### src/rtl/synch_3ff_if.sv
// Signal bundle for the single-bit CDC synchronizer: the asynchronous level in,
// the synchronized level and its rise/fall strobes out.
interface synch_3ff_if;
    logic ASYNC_IN;
    logic SYNC_OUT;
    logic SYNC_RISE;
    logic SYNC_FALL;

    modport master (
        output ASYNC_IN,
        input  SYNC_OUT,
        input  SYNC_RISE,
        input  SYNC_FALL
    );

    modport slave (
        input  ASYNC_IN,
        output SYNC_OUT,
        output SYNC_RISE,
        output SYNC_FALL
    );
endinterface

### src/rtl/synch_3ff.sv
// Single-bit level synchronizer: STAGES-deep flop chain into the CLK domain,
// plus one-cycle rise/fall strobes derived from the synchronized level.
module synch_3ff #(
    parameter int unsigned STAGES  = 3,
    parameter logic        RST_VAL = 1'b0
) (
    input  logic        CLK,
    input  logic        RST,
    synch_3ff_if.slave  bus
);

    if ((STAGES < 2) || (STAGES > 8)) begin : g_stages_check
        $error("synch_3ff: STAGES must be in 2..8");
    end

    // Chain flops must stay discrete, unretimed and out of SRL/RAM inference.
    (* ASYNC_REG = "TRUE", shreg_extract = "no", dont_retime = "true" *)
    logic [STAGES-1:0] stage_q;
    logic [STAGES-1:0] stage_d;
    logic              prev_q;
    logic              prev_d;

    always_comb begin
        stage_d = {stage_q[STAGES-2:0], bus.ASYNC_IN};
        prev_d  = stage_q[STAGES-1];
    end

    always_ff @(posedge CLK or posedge RST) begin
        if (RST) begin
            stage_q <= {STAGES{RST_VAL}};
            prev_q  <= RST_VAL;
        end else begin
            stage_q <= stage_d;
            prev_q  <= prev_d;
        end
    end

    // Strobes are decoded from two flops, so they are glitch-free in the CLK domain.
    assign bus.SYNC_OUT  = stage_q[STAGES-1];
    assign bus.SYNC_RISE = stage_q[STAGES-1] & ~prev_q;
    assign bus.SYNC_FALL = ~stage_q[STAGES-1] & prev_q;

endmodule

### src/flat_wrapper.sv
// flat-port wrapper written by rule: the top's interface ports become plain ports
module synch_3ff_flat 
#(
    parameter int unsigned STAGES  = 3,
    parameter logic        RST_VAL = 1'b0
)
  (CLK, RST, bus_ASYNC_IN, bus_SYNC_OUT, bus_SYNC_RISE, bus_SYNC_FALL);
  synch_3ff_if bus_i ();
  input  logic CLK;
  input  logic RST;
  input wire logic [$bits(bus_i.ASYNC_IN)-1:0] bus_ASYNC_IN;
  output wire logic [$bits(bus_i.SYNC_OUT)-1:0] bus_SYNC_OUT;
  output wire logic [$bits(bus_i.SYNC_RISE)-1:0] bus_SYNC_RISE;
  output wire logic [$bits(bus_i.SYNC_FALL)-1:0] bus_SYNC_FALL;
  assign bus_i.ASYNC_IN = bus_ASYNC_IN;
  assign bus_SYNC_OUT = bus_i.SYNC_OUT;
  assign bus_SYNC_RISE = bus_i.SYNC_RISE;
  assign bus_SYNC_FALL = bus_i.SYNC_FALL;
  synch_3ff #(.STAGES(STAGES), .RST_VAL(RST_VAL)) u_core (.CLK(CLK), .RST(RST), .bus(bus_i));
endmodule
### config.mk
export PLATFORM = sky130hd
export DESIGN_NAME = synch_3ff_flat
export DESIGN_NICKNAME = d
export VERILOG_FILES = /design/src/rtl/synch_3ff_if.sv /design/src/rtl/synch_3ff.sv /design/src/flat_wrapper.sv
export SDC_FILE = /design/constraint.sdc
export NUM_CORES = 1
export LEC_CHECK = 0
export ABC_AREA = 1
export CAP_MARGIN = 20
export CORE_AREA = 2 2 39 41
export CTS_CLUSTER_SIZE = 10
export DETAILED_ROUTE_END_ITERATION = 8
export DIE_AREA = 0 0 41 43
export GPL_ROUTABILITY_DRIVEN = 0
export GPL_TIMING_DRIVEN = 0
export PLACE_DENSITY = 0.34
export SLEW_MARGIN = 20
export SYNTH_ARGS = -nofsm -noshare
export SYNTH_HDL_FRONTEND = slang
export SYNTH_SLANG_ARGS = --single-unit
### constraint.sdc
create_clock -name CLK -period 0.8 [get_ports CLK]
set_clock_uncertainty 0.05 [all_clocks]
set_input_delay 0.16 -clock CLK [delete_from_list [all_inputs] [get_ports CLK]]
set_output_delay 0.16 -clock CLK [all_outputs]
set_load 0.05 [all_outputs]
* Word level (Yosys, flattened, before mapping)
Index checks and enable logic that the tools add are counted.
** Storage, ports and cells
- Register bits :: 4
- Output and inout port bits :: 3
- Word-level logic and storage cells :: 6
** Cells by class
- Bitwise operators :: 4
** Operator list (number)
- 1-bit AND :: 2
- 1-bit NOT :: 2

* Longest topological paths before layout
Gate-level depths: netlist of run 1.
- Depth after elaboration :: 2
- Mapped depth :: 2
- Gate-level depth less buffers :: 2

* Worst setup path before layout of run 1
No wires, ideal clock.
- Path kind :: reg2out
- From :: register u_core.stage_q[2]
- To :: output port bus_SYNC_RISE
- Arrival time :: 1370 ps
- Required time :: 590 ps
- Slack :: -780 ps
- Stages on the path, launching flop included :: 3
- Buffers on the path :: 0
- Path through :: dfrtp_1 inv_1 nor2_1
** Between the ends
- Word-level cells in the longest chain between the ends :: 1
** RTL lines
- start: declaration :: line synch_3ff.sv:18 : logic [STAGES-1:0] stage_q;
- start signal: assignment :: line synch_3ff.sv:30 : stage_q <= {STAGES{RST_VAL}};
- start signal: assignment :: line synch_3ff.sv:33 : stage_q <= stage_d;
- 1-bit AND :: line synch_3ff.sv:40 : assign bus.SYNC_RISE = stage_q[STAGES-1] & ~prev_q;
- end: declaration :: line flat_wrapper.sv:13 : output wire logic [$bits(bus_i.SYNC_RISE)-1:0] bus_SYNC_RISE;
No other way between the ends.

* Worst setup path after layout of run 1
- From :: register u_core.stage_q[2]
- To :: output port bus_SYNC_FALL
** Between the ends
- Word-level cells in the longest chain between the ends :: 2
** RTL lines
- 1-bit NOT :: line synch_3ff.sv:41 : assign bus.SYNC_FALL = ~stage_q[STAGES-1] & prev_q;
- 1-bit AND :: line synch_3ff.sv:41
- end: declaration :: line flat_wrapper.sv:14 : output wire logic [$bits(bus_i.SYNC_FALL)-1:0] bus_SYNC_FALL;
No other way between the ends.

==> qor.csv, run 1 <==
metric,value,unit
status,finished with violations,
failing checks,negative setup slack,
DR DRC count,0,
vias per cell,2.47,
nets,22,
crit path buf inv count,1,
number of port buffers,5,
crit path max-delay cell type,dfrtp_2,
worst-path maximum fanout,4,
Crit path max-delay family,flip-flops,
drt wl/cell,6.06,µm
Hold Path Class,input pin to asynchronous set/reset pin,
worst-path cell chain,nor2_4 > buf_6,
clock latency on the worst-skew pair,0.23,ns
grt total ovfl,0,
"Worst Path Class, Setup",flip-flop to output pin,
Peak VDD IR,1050,µV
crit path time final,1.15,ns
Setup TNS,-1.02,ns
setup violators final,3,
CTS Hold Bufs,0,
crit path capture type,output pin,
"Slew Viols, Final",0,
post-synthesis sequential area ratio,0.842,
dpl ws,-0.745,ns
area grow syn2layout,92.6,%
Max clock buf depth,2,
Reg2Reg Setup Slack,0.19,ns
Mapped Cells,9,
Reg2Reg Depth,0,
Critical Path RT,0.59,ns
Final Power,0.000569,W
headroom to the max-slew limit,0.834,
synthesized area per cell,13.2,µm²
via count,84,
PwrDens,2490,nW/µm²
Leak,0.105,nW
# rows,14,
# H-tree levels,1,
CTS root buffer,clkbuf_4,
Antenna diodes,0,
"CTS clk-pin slew, worst paths",0.05,ns
CTS tree,yes,
initial antenna violation count,0,
Post-CTS Setup Bufs,0,
P_sw,0.000142,W
GRT Total Usage,0.0394,
unrepaired setup endpoints after global routing,yes,
Netlist cell types,3,
clk sinks,4,
CP arrival,0.94,ns
Post-Route WL,206,µm
Critical R2R Launch,u_core.stage_q[2],
final std cells w/o fill,34,
Layout Utilization,0.165,
"slowest stage delay, CP",0.43,ns
first-pass GRT wire length,303,µm
Initial Utilization,0.0859,
DIE WIDTH,41,µm
Seq cells post-synth,4,
crit start category,flip-flop,
io pins,6,
sequential power share,0.390,
CP Launch Point,u_core.stage_q[2],
"Net Count, Synth",12,
Slew @ Worst Pin,0.250,ns
Ys Warns,0,
clock network fraction of total power,0.493,
Cells after DPL,30,
reg2reg end,u_core.prev_q,
Logic pwr share,0.118,
pin count of the biggest net entering global routing,5,
Final Hold Viols,0,
remaining antenna violation count,0,
vias in the first global route,76,
Detailed Route Iter0 Violations,4,
crit share post-route,1.44,
Initial DRT Pass Iterations,2,
post-route setup slack,-0.350,ns
Max Freq,870,MHz
share of layout cells above drive strength 1,0.556,
Pint,0.000427,W
CTS Buf Count,3,
Net Sw Frac,0.250,
area of the mapped netlist,119,µm²
Core Region,1380,µm²
Die ar.,1760,µm²
max-cap violation count,0,
Die H,43,µm
[layout make-up]
cell class | instances | area (µm²)
timing repair buffer | 5 | 47.5
sequential | 4 | 101
inverter | 3 | 11.3
clock buffer | 4 | 26.3
multi-input combinational | 2 | 22.5
fill | 146 | 1150
tap | 16 | 20.0
[cell usage after synthesis]
cell type | instances | area (µm²)
inv_1 | 3 | 11.3
nor2_1 | 2 | 7.51
dfrtp_1 | 4 | 100
[metal layers]
layer	GRT usage	wire length, µm	vias to the layer above
met5	0	0	-
met4	0.0400	0	0
met3	0.0942	38	0
met2	0.0219	62	6
met1	0.0261	106	35
li1	-	-	43
[repair_timing]
action / in CTS / in global routing
pin swaps: 1 / 0
setup endpoints to repair: 3 / 3
gates resized for setup: 19 / 0
[layout by cell type, fill, tap and decap left out]
cell type | synthesis | final
clkbuf_4 | 0 | 3
dfrtp_1 | 4 | 3
inv_1 | 3 | 2
nor2_4 | 0 | 2
clkdlybuf4s50_1 | 0 | 2
buf_6 | 0 | 2
inv_2 | 0 | 1
clkbuf_1 | 0 | 1
buf_2 | 0 | 1
dfrtp_2 | 0 | 1
[power groups by stage]
stage / clock network, W / logic, W / registers (W)
detailed placement: 0 / 0.0000674 / 0.000225
floorplan: 0 / 0.0000325 / 0.000233
CTS: 0.000291 / 0.0000677 / 0.000222
finish: 0.000281 / 0.0000669 / 0.000222
global placement: 0 / 0.0000667 / 0.000224
global route: 0.000323 / 0.0000704 / 0.000223
[worst max-delay path by stage]
stage                         end  depth (start not counted)  slack, ns
detailed placement  bus_SYNC_RISE                          3      -0.74
CTS                 bus_SYNC_FALL                          2      -0.36
finish              bus_SYNC_FALL                          2      -0.35
global route        bus_SYNC_FALL                          2      -0.40
floorplan           bus_SYNC_RISE                          2      -0.32
global placement    bus_SYNC_RISE                          3      -0.73
[kinds of logic after synthesis]
| family | synth area share |
|---|---|
| buffers and inverters | 0.0947 |
| and+or+nand+nor | 0.0632 |
| DFF | 0.842 |
[stage by stage]
step	hold WS (ns)	cell area (µm²)
floorplan	-0.124	135
global placement	0.282	205
detailed placement	0.286	205
CTS	0.0402	229
global route	0.0297	229
finish	0.0446	229
[sequential cells by signal, summed over array words and instances, names as in the netlist]
signal / cells
u_core.stage_q: 3
u_core.prev_q: 1
Power figures use the tool's default switching activity.
==> run 2: changes to the inputs <==
Settings changed: ABC_CLOCK_PERIOD_IN_PS set to 800.
==> results of run 2 <==
No change in the layout: final DEF, timing and power equal those of run 1.
==> edit 1 (flow settings as in run 1) <==
Reset style: synchronous (`RST`), changed in one clocked block. Comments in the files are not updated.
--- a/src/rtl/synch_3ff.sv
+++ b/src/rtl/synch_3ff.sv
@@ -25,7 +25,7 @@
         prev_d  = stage_q[STAGES-1];
     end
 
-    always_ff @(posedge CLK or posedge RST) begin
+    always_ff @(posedge CLK) begin
         if (RST) begin
             stage_q <= {STAGES{RST_VAL}};
             prev_q  <= RST_VAL;
Function: differs if RST is asserted again (counterexample within 4 cycles, from zero or initial values and one cycle with RST high); with RST held inactive, the same outputs for 10 cycles.
==> edit 1 against run 1 <==
The run still ends with negative setup slack left; synthesized area rose by 2.1%; worst setup slack improved by 0.062 ns; sequential cell count stayed put; critical path depth is 1 higher; register-to-register slack lost 0.10 ns; combinational power decreased by 35%; total power fell by 7.2%; routed wire length increased by 6.8%; final cell count is 21% higher; clock power fell by 2%; count of clock-buffer cells in the layout unchanged; design area grew 10%; fmax grew 5.7%; largest power group unchanged; highest routed layer is now met4.
==> edit 1: results <==
[power_and_ir_drop]
power_mw = 0.529
p_leak_nw = 0.109

[route]
wl_um = 220
via_per_inst = 3.05
dr.first_iter.drc_count = 5

[global_route]
grt_pass1_vias = 113
grt_util_all_layers = 0.0503
grt_first_pass_wirelength_um = 455

[sta]
finalSetupViolCount = 3
worst_slack_ns = -0.288
max_slew_margin = 0.836
fin_tns_setup_ns = -0.851

[placement]
dp_cells = 36
pre_cts_ws_ns = -0.717
place_area_um2 = 213

[yosys]
seq_area_frac_synth = 0.660
synth_common_cells = nor2_1 (6), inv_1 (5), dfxtp_1 (4)
synthTopCellsByArea = dfxtp_1 (66%), nor2_1 (19%), inv_1 (15%)
synth_ff_type = dfxtp_1

[worst_setup_path]
worst_ep_arrival_time_ns = 0.88
cpPeakStageDelay_ns = 0.37
critPathSlowestCell = dfxtp_4
cp_max_fo = 3

[status]
violations = negative setup slack
status = finished with violations

[final_layout]
drive_above_1_share = 0.520
nets = 29
fillers = 157
==> edit 1: cell types whose count changed after synthesis, sizes merged <==
cell   delta
dfrtp     -4
inv       +2
nor2      +4
dfxtp     +4
==> edit 1: routing by layer <==
| metal | global-route usage | part of all wire |
|---|---|---|
| met1 | 0.0387 | 0.41 |
| met2 | 0.0438 | 0.38 |
| met3 | 0.0942 | 0.18 |
| met4 | 0.0400 | 0.027 |
| met5 | 0 | 0 |
==> edit 1: timing repair <==
action,CTS,global route
setup endpoints to repair,3,3
buffers inserted,1,0
resized for setup,21,2
pin swaps,1,0
==> edit 1: final timing paths <==
kind	from	end	slack (ns)	cells past startpoint
worst max-delay path	u_core.stage_q[2]	bus_SYNC_RISE	-0.29	3
worst min-delay path	u_core.stage_q[1]	u_core.stage_q[2]	0.33	2
worst max register to register	u_core.stage_q[2]	u_core.prev_q	0.09	3
worst min register to register	u_core.stage_q[1]	u_core.stage_q[2]	0.33	2
==> edit 1: cells by family (layout without fill, tap and decap cells) <==
kind of cell / after synthesis / count (layout)
AND/OR/NAND/NOR: 6 / 6
buffers and inverters: 5 / 15
flip-flops: 4 / 4
==> edit 1: final cells by class <==
cell class	instances	area, um^2	area share
clock buffer	4	26.3	0.104
inverter	5	21.3	0.0842
tap	16	20.0	0.0792
multi-input combinational	6	37.5	0.149
sequential	4	85.1	0.337
timing repair buffer	6	62.6	0.248
==> edit 1: tightest hold or removal path: cells and delay by family (launching register included) <==
family        cells  cell delay, ns
buf+inv           1            0.04
flops             1            0.29
simple gates      1            0.03
==> edit 2 (config.mk and constraints of run 1) <==
Made on the original files. `STAGES` is set to 3 in 2 places; all go to 6.
--- a/src/rtl/synch_3ff.sv
+++ b/src/rtl/synch_3ff.sv
@@ -1,7 +1,7 @@
 // Single-bit level synchronizer: STAGES-deep flop chain into the CLK domain,
 // plus one-cycle rise/fall strobes derived from the synchronized level.
 module synch_3ff #(
-    parameter int unsigned STAGES  = 3,
+    parameter int unsigned STAGES  = 6,
     parameter logic        RST_VAL = 1'b0
 ) (
     input  logic        CLK,
--- a/src/flat_wrapper.sv
+++ b/src/flat_wrapper.sv
@@ -1,7 +1,7 @@
 // flat-port wrapper written by rule: the top's interface ports become plain ports
 module synch_3ff_flat 
 #(
-    parameter int unsigned STAGES  = 3,
+    parameter int unsigned STAGES  = 6,
     parameter logic        RST_VAL = 1'b0
 )
   (CLK, RST, bus_ASYNC_IN, bus_SYNC_OUT, bus_SYNC_RISE, bus_SYNC_FALL);
Check against the original RTL: not equivalent (a bounded check fails within 4 cycles, from zero or initial values and one cycle with RST high).
==> edit 2 against run 1 <==
The run still ends with negative setup slack left; routed wire length rose by 25%; worst setup slack lost 0.012 ns; final cell count rose by 8.8%; count of clock-buffer cells in the layout unchanged; synthesized area rose by 63%; sequential share of layout area is 12 points higher; fmax is 1.1% lower; sequential cell count rose by 3; clock power increased by 11%; largest power group is now registers; total power increased by 35%; die area stayed put; design area rose by 36%.
==> edit 2: results <==
[power_and_ir_drop]
p_leak_nw = 0.141
vdd.ir_drop.worst_uv = 1390

[placement]
pre_cts_ws_ns = -0.752
place_area_um2 = 280
dp_cells = 33

[final_layout]
drive_above_1_share = 0.524
diodes = 0
area_delta_synth_final_pct = 60.6
top_regs = u_core.stage_q (6), u_core.prev_q (1)
nets = 25
fillers = 147

[sta]
fin_tns_setup_ns = -1.06
finalSetupViolCount = 3
holdWs_ns = 0.0810
worst_slack_ns = -0.362
max_slew_margin = 0.837

[route]
wire_per_inst_um = 6.97
vias = 109
dr.first_iter.drc_count = 2
via_per_inst = 2.95

[status]
violations = negative setup slack
status = finished with violations

[yosys]
syn-num-nets = 15
seq_area_frac_synth = 0.903
synth-compound-area-share = 0
synth_common_cells = dfrtp_1 (7), inv_1 (3), nor2_1 (2)
synthTopCellsByArea = dfrtp_1 (90%), inv_1 (5.8%), nor2_1 (3.9%)
syn_inst = 12
synthMuxAreaShare = 0

[global_route]
grt_util_all_layers = 0.0489
grt_first_pass_wirelength_um = 462
grt_pass1_vias = 116
grt_max_degree = 8

[worst_setup_path]
r2r-start = u_core.stage_q[5]
reg2reg_to = u_core.prev_q
cp_max_fo = 4

[cts]
clock_latency_ns = 0.25
==> edit 2: cell count changes after synthesis, sizes merged <==
cell          run 1  this run
dfrtp             4         7
==> edit 2: kinds of logic after synthesis <==
logic type,Yosys count
buffers and inverters,3
AND/OR/NAND/NOR,2
flip-flops,7
==> edit 2: repair_timing <==
item | in CTS | in global routing
hold endpoints to repair | 0 | 0
setup endpoints to repair | 3 | 3
gates resized for setup | 20 | 2
gates cloned | 0 | 0
pin swaps | 1 | 0
==> edit 2: final cells by class <==
class                      instances  share of cell area
inverter                           3              0.0361
timing repair buffer               5               0.177
multi-input combinational          2              0.0723
clock buffer                       4              0.0843
sequential                         7               0.566
tap                               16              0.0643
==> edit 2: per-layer routing <==
metal,part of all wire,up-vias,global-route usage,wire [um]
met4,0,0,0.0400,0
met1,0.48,51,0.0471,123
met3,0.14,0,0.0785,35
met2,0.38,6,0.0406,99
met5,0,-,0,0
li1,-,52,-,-
==> edit 2: report_power, final <==
part | switching, mW | total, mW | internal (mW)
clock network | 0.121 | 0.311 | 0.190
logic | 0.0452 | 0.0747 | 0.0294
registers | 0.0107 | 0.384 | 0.373
==> edit 2: worst max path at each step <==
stage               slack (ns)         startpoint  cells after the start             to
floorplan                -0.32  u_core.stage_q[5]                      2  bus_SYNC_RISE
global placement         -0.73  u_core.stage_q[5]                      3  bus_SYNC_RISE
detailed placement       -0.75  u_core.stage_q[5]                      3  bus_SYNC_RISE
CTS                      -0.38  u_core.stage_q[5]                      2  bus_SYNC_FALL
global route             -0.41  u_core.stage_q[5]                      3  bus_SYNC_RISE
finish                   -0.36  u_core.stage_q[5]                      2  bus_SYNC_FALL
==> edit 2: worst max-delay path, cell delays in order (launching register included) <==
cell     delay [ns]
dfrtp_2        0.44
nor2_4         0.12
buf_8          0.15
